File: src/rtl/udp_recv_if.sv
// rtl/udp_recv_if.sv - IP-payload input and UDP-payload output bundle for udp_recv
interface udp_recv_if;
    logic [7:0]  ip_rx_data;
    logic        ip_rx_active;
    logic [7:0]  ip_protocol;
    logic        ip_broadcast;
    logic [31:0] ip_src_addr;
    logic [31:0] ip_dst_addr;

    logic [7:0]  udp_rx_data;
    logic        udp_rx_active;
    logic [15:0] to_port;
    logic [15:0] from_port;
    logic [15:0] udp_length;
    logic        broadcast;
    logic        len_err;
    logic        trunc_err;
    logic        csum_err;
    logic [15:0] udp_pkt_count;

    modport master (
        output ip_rx_data, ip_rx_active, ip_protocol, ip_broadcast, ip_src_addr, ip_dst_addr,
        input  udp_rx_data, udp_rx_active, to_port, from_port, udp_length, broadcast,
               len_err, trunc_err, csum_err, udp_pkt_count
    );

    modport slave (
        input  ip_rx_data, ip_rx_active, ip_protocol, ip_broadcast, ip_src_addr, ip_dst_addr,
        output udp_rx_data, udp_rx_active, to_port, from_port, udp_length, broadcast,
               len_err, trunc_err, csum_err, udp_pkt_count
    );
endinterface

File: src/rtl/udp_recv.sv
// rtl/udp_recv.sv - strips and validates the UDP header, forwards payload bytes to port handlers
// Optional checksum verification enabled by defining UDP_CHECKSUM_EN.
module udp_recv #(
    parameter int         MAX_UDP_LEN  = 1500,
    parameter logic [7:0] UDP_PROTOCOL = 8'd17
) (
    input  logic      rx_clock,
    input  logic      reset_n,
    udp_recv_if.slave bus
);
    localparam logic [15:0] LP_MAX_LEN = 16'(MAX_UDP_LEN);

    typedef enum logic [1:0] {ST_IDLE, ST_HDR, ST_PAYLOAD, ST_DRAIN} state_t;

    state_t      r_state;
    logic [2:0]  r_byte_cnt;
    logic [15:0] r_remain;
    logic [7:0]  r_udp_rx_data;
    logic        r_udp_rx_active;
    logic [15:0] r_to_port;
    logic [15:0] r_from_port;
    logic [15:0] r_udp_length;
    logic        r_broadcast;
    logic        r_len_err;
    logic        r_trunc_err;
    logic [15:0] r_udp_pkt_count;

    logic w_len_bad;
    assign w_len_bad = (r_udp_length < 16'd8) || (r_udp_length > LP_MAX_LEN);

    always_ff @(posedge rx_clock or negedge reset_n) begin
        if (!reset_n) begin
            r_state         <= ST_IDLE;
            r_byte_cnt      <= 3'd0;
            r_remain        <= 16'd0;
            r_udp_rx_data   <= 8'd0;
            r_udp_rx_active <= 1'b0;
            r_to_port       <= 16'd0;
            r_from_port     <= 16'd0;
            r_udp_length    <= 16'd0;
            r_broadcast     <= 1'b0;
            r_len_err       <= 1'b0;
            r_trunc_err     <= 1'b0;
            r_udp_pkt_count <= 16'd0;
        end else begin
            r_len_err       <= 1'b0;
            r_trunc_err     <= 1'b0;
            r_udp_rx_active <= 1'b0;
            case (r_state)
                ST_IDLE: begin
                    if (bus.ip_rx_active) begin
                        if (bus.ip_protocol == UDP_PROTOCOL) begin
                            r_from_port[15:8] <= bus.ip_rx_data;
                            r_broadcast       <= bus.ip_broadcast;
                            r_byte_cnt        <= 3'd1;
                            r_state           <= ST_HDR;
                        end else begin
                            r_state <= ST_DRAIN;
                        end
                    end
                end
                ST_HDR: begin
                    if (!bus.ip_rx_active) begin
                        r_trunc_err <= 1'b1;
                        r_state     <= ST_IDLE;
                    end else begin
                        r_byte_cnt <= r_byte_cnt + 3'd1;
                        case (r_byte_cnt)
                            3'd1: r_from_port[7:0]   <= bus.ip_rx_data;
                            3'd2: r_to_port[15:8]    <= bus.ip_rx_data;
                            3'd3: r_to_port[7:0]     <= bus.ip_rx_data;
                            3'd4: r_udp_length[15:8] <= bus.ip_rx_data;
                            3'd5: r_udp_length[7:0]  <= bus.ip_rx_data;
                            3'd7: begin
                                // Length is fully registered by now; checksum bytes 6/7 don't affect routing.
                                if (w_len_bad) begin
                                    r_len_err <= 1'b1;
                                    r_state   <= ST_DRAIN;
                                end else if (r_udp_length == 16'd8) begin
                                    r_udp_pkt_count <= r_udp_pkt_count + 16'd1;
                                    r_state         <= ST_DRAIN;
                                end else begin
                                    r_remain <= r_udp_length - 16'd8;
                                    r_state  <= ST_PAYLOAD;
                                end
                            end
                            default: ;
                        endcase
                    end
                end
                ST_PAYLOAD: begin
                    if (!bus.ip_rx_active) begin
                        r_trunc_err <= 1'b1;
                        r_state     <= ST_IDLE;
                    end else begin
                        r_udp_rx_data   <= bus.ip_rx_data;
                        r_udp_rx_active <= 1'b1;
                        r_remain        <= r_remain - 16'd1;
                        if (r_remain == 16'd1) begin
                            r_udp_pkt_count <= r_udp_pkt_count + 16'd1;
                            r_state         <= ST_DRAIN;
                        end
                    end
                end
                ST_DRAIN: begin
                    if (!bus.ip_rx_active) r_state <= ST_IDLE;
                end
                default: r_state <= ST_IDLE;
            endcase
        end
    end

    assign bus.udp_rx_data   = r_udp_rx_data;
    assign bus.udp_rx_active = r_udp_rx_active;
    assign bus.to_port       = r_to_port;
    assign bus.from_port     = r_from_port;
    assign bus.udp_length    = r_udp_length;
    assign bus.broadcast     = r_broadcast;
    assign bus.len_err       = r_len_err;
    assign bus.trunc_err     = r_trunc_err;
    assign bus.udp_pkt_count = r_udp_pkt_count;

`ifdef UDP_CHECKSUM_EN
    function automatic logic [15:0] oc_add(input logic [15:0] a, input logic [15:0] b);
        logic [16:0] s;
        s = {1'b0, a} + {1'b0, b};
        return s[15:0] + {15'd0, s[16]};
    endfunction

    logic [15:0] r_sum;
    logic [15:0] r_csum_rx;
    logic [7:0]  r_hi;
    logic        r_odd;
    logic        r_csum_chk;
    logic        r_csum_err;
    logic [15:0] w_pseudo;

    // Pseudo-header minus length; length is folded in twice when its header word arrives.
    assign w_pseudo = oc_add(oc_add(oc_add(bus.ip_src_addr[31:16], bus.ip_src_addr[15:0]),
                                    oc_add(bus.ip_dst_addr[31:16], bus.ip_dst_addr[15:0])),
                             {8'd0, bus.ip_protocol});

    always_ff @(posedge rx_clock or negedge reset_n) begin
        if (!reset_n) begin
            r_sum      <= 16'd0;
            r_csum_rx  <= 16'd0;
            r_hi       <= 8'd0;
            r_odd      <= 1'b0;
            r_csum_chk <= 1'b0;
            r_csum_err <= 1'b0;
        end else begin
            r_csum_chk <= 1'b0;
            r_csum_err <= r_csum_chk && (r_csum_rx != 16'd0) && (r_sum != 16'hFFFF);
            case (r_state)
                ST_IDLE: begin
                    r_sum <= w_pseudo;
                    r_odd <= 1'b0;
                end
                ST_HDR: begin
                    if (bus.ip_rx_active) begin
                        case (r_byte_cnt)
                            3'd1: r_sum <= oc_add(r_sum, {r_from_port[15:8], bus.ip_rx_data});
                            3'd3: r_sum <= oc_add(r_sum, {r_to_port[15:8], bus.ip_rx_data});
                            3'd5: r_sum <= oc_add(oc_add(r_sum, {r_udp_length[15:8], bus.ip_rx_data}),
                                                  {r_udp_length[15:8], bus.ip_rx_data});
                            3'd6: r_csum_rx[15:8] <= bus.ip_rx_data;
                            3'd7: begin
                                r_sum          <= oc_add(r_sum, {r_csum_rx[15:8], bus.ip_rx_data});
                                r_csum_rx[7:0] <= bus.ip_rx_data;
                                r_csum_chk     <= (r_udp_length == 16'd8);
                            end
                            default: ;
                        endcase
                    end
                end
                ST_PAYLOAD: begin
                    if (bus.ip_rx_active) begin
                        r_odd      <= ~r_odd;
                        r_csum_chk <= (r_remain == 16'd1);
                        if (r_odd)
                            r_sum <= oc_add(r_sum, {r_hi, bus.ip_rx_data});
                        else if (r_remain == 16'd1)
                            r_sum <= oc_add(r_sum, {bus.ip_rx_data, 8'h00});
                        else
                            r_hi <= bus.ip_rx_data;
                    end
                end
                default: ;
            endcase
        end
    end

    assign bus.csum_err = r_csum_err;
`else
    logic w_unused_addr;
    assign w_unused_addr = ^{bus.ip_src_addr, bus.ip_dst_addr};
    assign bus.csum_err  = 1'b0;
`endif
endmodule

File: src/flat_wrapper.sv
// flat-port wrapper written by rule: the top's interface ports become plain ports
module udp_recv_flat 
#(
    parameter int         MAX_UDP_LEN  = 1500,
    parameter logic [7:0] UDP_PROTOCOL = 8'd17
)
  (rx_clock, reset_n, bus_ip_rx_data, bus_ip_rx_active, bus_ip_protocol, bus_ip_broadcast, bus_ip_src_addr, bus_ip_dst_addr, bus_udp_rx_data, bus_udp_rx_active, bus_to_port, bus_from_port, bus_udp_length, bus_broadcast, bus_len_err, bus_trunc_err, bus_csum_err, bus_udp_pkt_count);
  udp_recv_if bus_i ();
  input  logic rx_clock;
  input  logic reset_n;
  input wire logic [$bits(bus_i.ip_rx_data)-1:0] bus_ip_rx_data;
  input wire logic [$bits(bus_i.ip_rx_active)-1:0] bus_ip_rx_active;
  input wire logic [$bits(bus_i.ip_protocol)-1:0] bus_ip_protocol;
  input wire logic [$bits(bus_i.ip_broadcast)-1:0] bus_ip_broadcast;
  input wire logic [$bits(bus_i.ip_src_addr)-1:0] bus_ip_src_addr;
  input wire logic [$bits(bus_i.ip_dst_addr)-1:0] bus_ip_dst_addr;
  output wire logic [$bits(bus_i.udp_rx_data)-1:0] bus_udp_rx_data;
  output wire logic [$bits(bus_i.udp_rx_active)-1:0] bus_udp_rx_active;
  output wire logic [$bits(bus_i.to_port)-1:0] bus_to_port;
  output wire logic [$bits(bus_i.from_port)-1:0] bus_from_port;
  output wire logic [$bits(bus_i.udp_length)-1:0] bus_udp_length;
  output wire logic [$bits(bus_i.broadcast)-1:0] bus_broadcast;
  output wire logic [$bits(bus_i.len_err)-1:0] bus_len_err;
  output wire logic [$bits(bus_i.trunc_err)-1:0] bus_trunc_err;
  output wire logic [$bits(bus_i.csum_err)-1:0] bus_csum_err;
  output wire logic [$bits(bus_i.udp_pkt_count)-1:0] bus_udp_pkt_count;
  assign bus_i.ip_rx_data = bus_ip_rx_data;
  assign bus_i.ip_rx_active = bus_ip_rx_active;
  assign bus_i.ip_protocol = bus_ip_protocol;
  assign bus_i.ip_broadcast = bus_ip_broadcast;
  assign bus_i.ip_src_addr = bus_ip_src_addr;
  assign bus_i.ip_dst_addr = bus_ip_dst_addr;
  assign bus_udp_rx_data = bus_i.udp_rx_data;
  assign bus_udp_rx_active = bus_i.udp_rx_active;
  assign bus_to_port = bus_i.to_port;
  assign bus_from_port = bus_i.from_port;
  assign bus_udp_length = bus_i.udp_length;
  assign bus_broadcast = bus_i.broadcast;
  assign bus_len_err = bus_i.len_err;
  assign bus_trunc_err = bus_i.trunc_err;
  assign bus_csum_err = bus_i.csum_err;
  assign bus_udp_pkt_count = bus_i.udp_pkt_count;
  udp_recv #(.MAX_UDP_LEN(MAX_UDP_LEN), .UDP_PROTOCOL(UDP_PROTOCOL)) u_core (.rx_clock(rx_clock), .reset_n(reset_n), .bus(bus_i));
endmodule
File: config.mk
export PLATFORM = sky130hd
export DESIGN_NAME = udp_recv_flat
export DESIGN_NICKNAME = d
export VERILOG_FILES = /design/src/rtl/udp_recv_if.sv /design/src/rtl/udp_recv.sv /design/src/flat_wrapper.sv
export SDC_FILE = /design/constraint.sdc
export NUM_CORES = 1
export LEC_CHECK = 0
export ABC_AREA = 1
export CAP_MARGIN = 20
export CORE_MARGIN = 1
export CORE_UTILIZATION = 47
export DETAILED_ROUTE_END_ITERATION = 10
export PLACE_DENSITY = 0.8
export SYNTH_ARGS = -nofsm -noshare
export SYNTH_HDL_FRONTEND = slang
export SYNTH_SLANG_ARGS = --single-unit
File: constraint.sdc
create_clock -name rx_clock -period 5.7 [get_ports rx_clock]
set_input_delay 0.57 -clock rx_clock [delete_from_list [all_inputs] [get_ports rx_clock]]
set_output_delay 0.57 -clock rx_clock [all_outputs]
set_load 0.03 [all_outputs]
### After elaboration in Yosys (flattened, before gate mapping)

Cells that the tools add are included.
Widths: inputs -> output; s select.

| word-level totals | value |
|---|---|
| register bits after elaboration | 97 |
| bits in latches | 0 |
| bits in writable memories | 0 |
| ROM bits | 0 |
| input bits | 84 |
| output and inout port bits | 77 |
| word-level logic and storage cells | 96 |
| memories | 0 |

| operators by class | value |
|---|---|
| add/subtract/negate cells | 4 |
| multipliers | 0 |
| div/mod/pow operators | 0 |
| magnitude comparators | 2 |
| equal/unequal tests | 24 |
| shift-type cells | 0 |
| multiplexer cells | 35 |
| bitwise operators | 0 |
| reduce and logical (&&, ||, !) cells | 16 |

Operators by type and width:

| cell | count |
|---|---|
| $mux 16 | 11 |
| $pmux 16 s2 | 2 |
| $reduce_and 3->1 | 6 |
| $add 16x1->16 const B | 1 |
| $eq 16x1->1 const B | 1 |
| $eq 16x4->1 const B | 1 |
| $gt 16x11->1 const B | 1 |
| $lt 16x4->1 const B | 1 |
| $mux 2 | 8 |
| $sub 16x1->16 const B | 1 |
| $sub 16x4->16 const B | 1 |
| $ne 2x2->1 const B | 6 |
| $eq 3x3->1 const B | 3 |
| $mux 1 | 9 |
| $mux 3 | 3 |
| $eq 8x5->1 const B | 1 |
| $ne 2x1->1 const B | 4 |
| $pmux 2 s4 | 1 |
| $reduce_and 4->1 | 2 |
| $reduce_and 7->1 | 1 |
| $eq 3x2->1 const B | 2 |
| $ne 3x2->1 const B | 2 |
| $pmux 3 s2 | 1 |
| $reduce_and 6->1 | 1 |
| 9 further kinds | 11 |

### Depth between registers and ports, before layout

| logic depth | value |
|---|---|
| depth after elaboration | 6 |
| mapped depth | 13 |
| depth with buffers taken out | 12 |

### Least setup slack after synthesis

OpenSTA, ideal clock, no wires.

| timing | value |
|---|---|
| path kind | register to register |
| start point | register u_core.r_state[0] |
| end point | register u_core.r_remain[13] |
| library setup time | 117 ps |
| data arrival time | 1671 ps |
| required time | 5583 ps |
| path slack | 3912 ps |
| stages on the path, launching flop included | 11 |
| buffers on the path | 2 |
| clock period less this slack | 1788 ps |
| path through | dfrtp_1 -> inv_1 -> ha_1 -> clkbuf_1 -> inv_2 -> a21oi_1 -> nor3_4 -> nand2_8 -> buf_12 -> nand2_2 -> nand2_1 |

| on the way | value |
|---|---|
| word-level cells in the longest chain between the ends | 3 |
| elaborated cells on any way between the ends | 10 |
| those cells by class | eq/ne: 7; mux: 1; reduce/logical: 2 |

Ends and longest elaborated chain:

| what | RTL line | source |
|---|---|---|
| from (decl) | udp_recv.sv:15 | `state_t r_state;` |
| from (signal assigned) | udp_recv.sv:33 | `r_state <= ST_IDLE;` |
| from (signal assigned) | udp_recv.sv:56 | `r_state <= ST_HDR;` |
| from (signal assigned) | udp_recv.sv:58 | `r_state <= ST_DRAIN;` |
| $eq 2x1->1 / $eq 2x2->1 (equally long branches) | udp_recv.sv:49 | `case (r_state)` |
| $ne 2x2->1 (no line), or another cell as far along | -- |  |
| $reduce_and 6->1 (no line) | -- |  |
| to (signal assigned) | udp_recv.sv:83 | `r_remain <= r_udp_length - 16'd8;` |
| to (signal assigned) | udp_recv.sv:98 | `r_remain <= r_remain - 16'd1;` |
| to (decl) | udp_recv.sv:17 | `logic [15:0] r_remain;` |

Parallel ways exist; a longest one is shown, timed or not.
A chain may end at the register's enable or synchronous reset.

### Final worst setup path

| timing | value |
|---|---|
| start point | register u_core.r_state[0] |
| end point | register u_core.r_udp_pkt_count[9] (netlist: u_core.bus.udp_pkt_count[9]) |

| on the way | value |
|---|---|
| word-level cells in the longest chain between the ends | 3 |
| elaborated cells on any way between the ends | 11 |
| those cells by class | eq/ne: 8; mux: 1; reduce/logical: 2 |

Ends and longest elaborated chain:

| what | RTL line | source |
|---|---|---|
| $eq 2x2->1 / $eq 2x1->1 (equally long branches) | udp_recv.sv:49 |  |
| $ne 2x1->1 (no line), or another cell as far along | -- |  |
| $reduce_and 7->1 (no line) | -- |  |
| to (signal assigned) | udp_recv.sv:80 | `r_udp_pkt_count <= r_udp_pkt_count + 16'd1;` |
| to (signal assigned) | udp_recv.sv:100 | `r_udp_pkt_count <= r_udp_pkt_count + 16'd1;` |
| to (decl) | udp_recv.sv:26 | `logic [15:0] r_udp_pkt_count;` |

Parallel ways exist; a longest one is shown, timed or not.

==> results.md <==
| Metric | This run |
|:---|:---|
| Average wire per cell in the routed design | 13.8 um |
| Final total negative setup slack | 0 ps |
| Register clock-pin slew on the reported worst setup and hold paths | 110 ps |
| Cell area after placement | 6250 um^2 |
| Root buf cell | sky130_fd_sc_hd__clkbuf_8 |
| Routed wire length | 12.2 mm |
| Tightest hold margin | 158 ps |
| Overall track demand over capacity in global routing | 22.7% |
| Post-Place Setup Slack | 3090 ps |
| Endpoint required time on the critical path | 5980 ps |
| Multiplexer area fraction after synthesis | 0% |
| Maximum clock frequency | 382 MHz |
| Simple logic cell fraction of the synthesized area | 29.3% |
| Ant. Diodes | 0 |
| DR pass1 iterations | 5 |
| Share of post-route cells with drive strength above 1 | 7.89% |
| Setup repair after global routing missed its margin | no |
| Master of the slowest instance on the critical path | sky130_fd_sc_hd__ha_1 |
| Leakage power | 2.96 nW |
| Resized cells post-CTS | 0 |
| Average footprint of a synthesized cell | 8.02 um^2 |
| Largest family of logic cells by synthesized area | simple AND/OR/NAND/NOR gates |
| Number of violations of the max-capacitance limit | 0 |
| Arithmetic-cell share of the synthesized area counting full adders, half adders and majority gates | 3.58% |
| Internal cell power | 1.86 mW |
| Hold buffers post-CTS | 0 |
| Ratio of total power to cell area | 557 nW/um^2 |
| Flop pwr share | 33.3% |
| Post-Syn Nets | 752 |
| Critical Path Fanout Max | 19 |
| Type of the most critical hold path | in2async |
| Routability cong. | 0.856 |
| Pins over their slew limit | 0 |
| Count of mapped cells out of synthesis | 653 |
| DRT antenna net count | 0 |
| Number of input and output port buffers inserted | 95 |
| Buffer depth of the longest clock path | 2 |
| Switching Power | 1.73 mW |
| Setup bufs post-CTS | 0 |
| Post-synthesis sequential area ratio | 46.4% |
| Setup violations, final | 0 |
| Nature of the critical path startpoint | register |
| Final Cell Area | 6460 um^2 |
| Area of the mapped netlist | 5240 um^2 |
| Top FF cell, synth | sky130_fd_sc_hd__dfrtp_1 |
| Critical path capture point type | register |
| Final worst slack | 3080 ps |
| Pin slew with the least headroom to its limit | 895 ps |
| Result of the run | completed |
| Number of buffers created by CTS | 9 |
| Dominant cell type by count on the critical path | sky130_fd_sc_hd__nand2_1 |
| Share of the synthesized area in compound gates (AO/OA/AOI/OAI) | 9.39% |
| Routed vias | 4,524 |
| First-pass GRT wire length | 20.5 mm |
| Shortest clock period the worst path allows after layout | 2620 ps |
| Share of the synthesized netlist area taken by xor and xnor gates | 4.18% |
| Final Non-Filler Cells | 888 |
| Placed wire-length estimate after detailed placement | 9.03 mm |
| Proportion of register bits with asynchronous set or reset after synthesis | 100% |
| Setup slack of the worst register-to-register path | 3080 ps |
| Critical-path cell list | inv_1 -> ha_1 -> nand2_1 -> nand2_1 -> nand4_4 -> inv_6 -> nand2_1 -> nand2_1 -> nand2_1 |
| Maximum number of pins on one net before global-route repair | 55 |
| Worst IR drop on VDD | 395 uV |
| TritonCTS clock tree | built |
| Relative slew slack | 40.1% |
| Sw frac | 48.2% |
| Final Hold Violating Endpoints | 0 |
| FP Rows | 38 |
| Layout overhead on the synthesized area | 23.3% |
| Htree depth | 3 |
| Core outline area | 10,800 um^2 |
| Final clock skew | 9.65 ps |
| Die area | 11,600 um^2 |
| Period utilisation layout | 45.9% |
| Clock network fraction of total power | 13.2% |
| Via count of the first global-routing pass | 4,373 |
| Die boundary width | 108 um |
| Type of the worst setup path | reg2reg |
| Residual overflow from global routing | 0 |
| Number of vias per cell | 5.09 |
| Part of the total power dissipated in combinational logic | 53.5% |
| Count of flip-flops with a built-in enable after synthesis | 0 |
| Post-route DRC violation count | 0 |
| First-iteration detailed-routing DRC count | 232 |
| Register bit count reported by yosys | 97 |
| Final layout net count | 842 |
| Total instance count after detailed placement | 872 |
| Yosys synthesis warning count | 0 |
| Longest individual stage delay on the worst path | 570 ps |
| Antenna violations before repair | 0 |
| Number of distinct library cell variants in the gate-level netlist after synthesis | 42 |
| Initial cell density of the core | 48.3% |
| Height of the die | 108 um |
| Latest clock arrival within the worst-skew pair | 380 ps |
| Worst path arrival time | 2890 ps |
| Number of clock sinks seen by CTS | 97 |
| Boundary pin count | 161 |
[per-layer routing]
layer	up-vias	track usage, %	wire length [um]
met2	124	38.4	6000
li1	2250	-	-
met1	2129	27.2	5140
met4	0	8.02	209
met5	-	0	0
met3	21	7.14	887
[critical path, delay by kind of cell (launching register included)]
| family | cells | cell delay [ps] |
|---|---|---|
| fa+ha+maj | 1 | 570 |
| flops | 1 | 440 |
| simple gates | 6 | 1150 |
| buf+inv | 2 | 350 |
[cell usage in the layout (no fill, tap or decap), drive strengths merged, types with 11 or more instances in the layout]
master	instances
clkdlybuf4s50	94
xor2	16
nor3	11
ha	15
nand2	210
o21ai	85
dfrtp	97
inv	66
nor2	69
nand3	41
[synth_stat cells, types with 2 or more instances]
cell type                  count  share of area (%)
sky130_fd_sc_hd__nor2_2        4               0.48
sky130_fd_sc_hd__buf_2         4               0.38
sky130_fd_sc_hd__nand2_2      15                1.8
sky130_fd_sc_hd__inv_2         5               0.36
sky130_fd_sc_hd__o21ai_0      80                7.6
sky130_fd_sc_hd__buf_12        2               0.76
sky130_fd_sc_hd__nor2_4        4               0.86
sky130_fd_sc_hd__a21oi_1       5               0.48
sky130_fd_sc_hd__nor2_1       61                4.4
sky130_fd_sc_hd__ha_1         15                3.6
sky130_fd_sc_hd__nand3b_1      2               0.29
sky130_fd_sc_hd__o21ai_1       4               0.38
sky130_fd_sc_hd__buf_4         3               0.43
sky130_fd_sc_hd__clkbuf_1      6               0.43
sky130_fd_sc_hd__nand2_8       2               0.76
sky130_fd_sc_hd__nand3_2       4               0.76
sky130_fd_sc_hd__dfrtp_1      97                 46
sky130_fd_sc_hd__nand2_1     193                 14
sky130_fd_sc_hd__xor2_1       16                2.7
sky130_fd_sc_hd__inv_1        58                4.2
sky130_fd_sc_hd__nor3_1        9               0.86
sky130_fd_sc_hd__nand3_1      36                3.4
sky130_fd_sc_hd__xnor2_1       9                1.5
[through the flow]
step / utilization (%) / power (mW)
final: 59.6 / 3.60
after global routing: 59.6 / 3.87
after CTS: 59.6 / 3.61
after detailed placement: 57.6 / 3.12
after global placement: 57.6 / 3.06
after floorplan: - / 2.51
[final cells by class]
cell class	count	area, um^2
repair buffers	96	956
clock inverters	7	87.6
well taps	140	175
inverters	65	249
multi-input cells	474	2440
clock buffers	9	124
flip-flops and latches	97	2430
fillers	918	4380
[cell families (layout without fill, tap and decap cells)]
kind of cell | after synthesis | in the layout
fa+ha+maj | 15 | 15
xor+xnor | 25 | 25
buf+inv | 82 | 177
other cells | 1 | 1
simple gates | 338 | 338
flops | 97 | 97
compound gates | 95 | 95
[final timing paths]
path / start / endpoint / cells after the start
setup / recovery: u_core.r_state[0] / u_core.bus.udp_pkt_count[9] / 9
hold / removal: reset_n / u_core.bus.to_port[9] / 1
setup reg to reg: u_core.r_state[0] / u_core.bus.udp_pkt_count[9] / 9
hold reg to reg: u_core.bus.broadcast / u_core.bus.broadcast / 2
max in group asynchronous: reset_n / u_core.bus.udp_pkt_count[2] / 2
min in group rx_clock: u_core.bus.broadcast / u_core.bus.broadcast / 2
[registers in the layout (all words and copies together), names as in the netlist]
register                  count
u_core.bus.from_port         16
u_core.bus.to_port           16
u_core.bus.udp_length        16
u_core.bus.udp_pkt_count     16
u_core.r_remain              16
u_core.bus.udp_rx_data        8
u_core.r_byte_cnt             3
u_core.r_state                2
u_core.bus.broadcast          1
u_core.bus.len_err            1
u_core.bus.trunc_err          1
u_core.bus.udp_rx_active      1
[power by group through the flow]
stage,clock network (mW),registers [mW],logic [mW]
global placement,0,1.19,1.87
floorplan,0,1.52,0.983
finish,0.476,1.20,1.92
CTS,0.487,1.19,1.93
global route,0.519,1.23,2.12
detailed placement,0,1.20,1.92
Note: power is estimated with default switching activity, not from simulation.
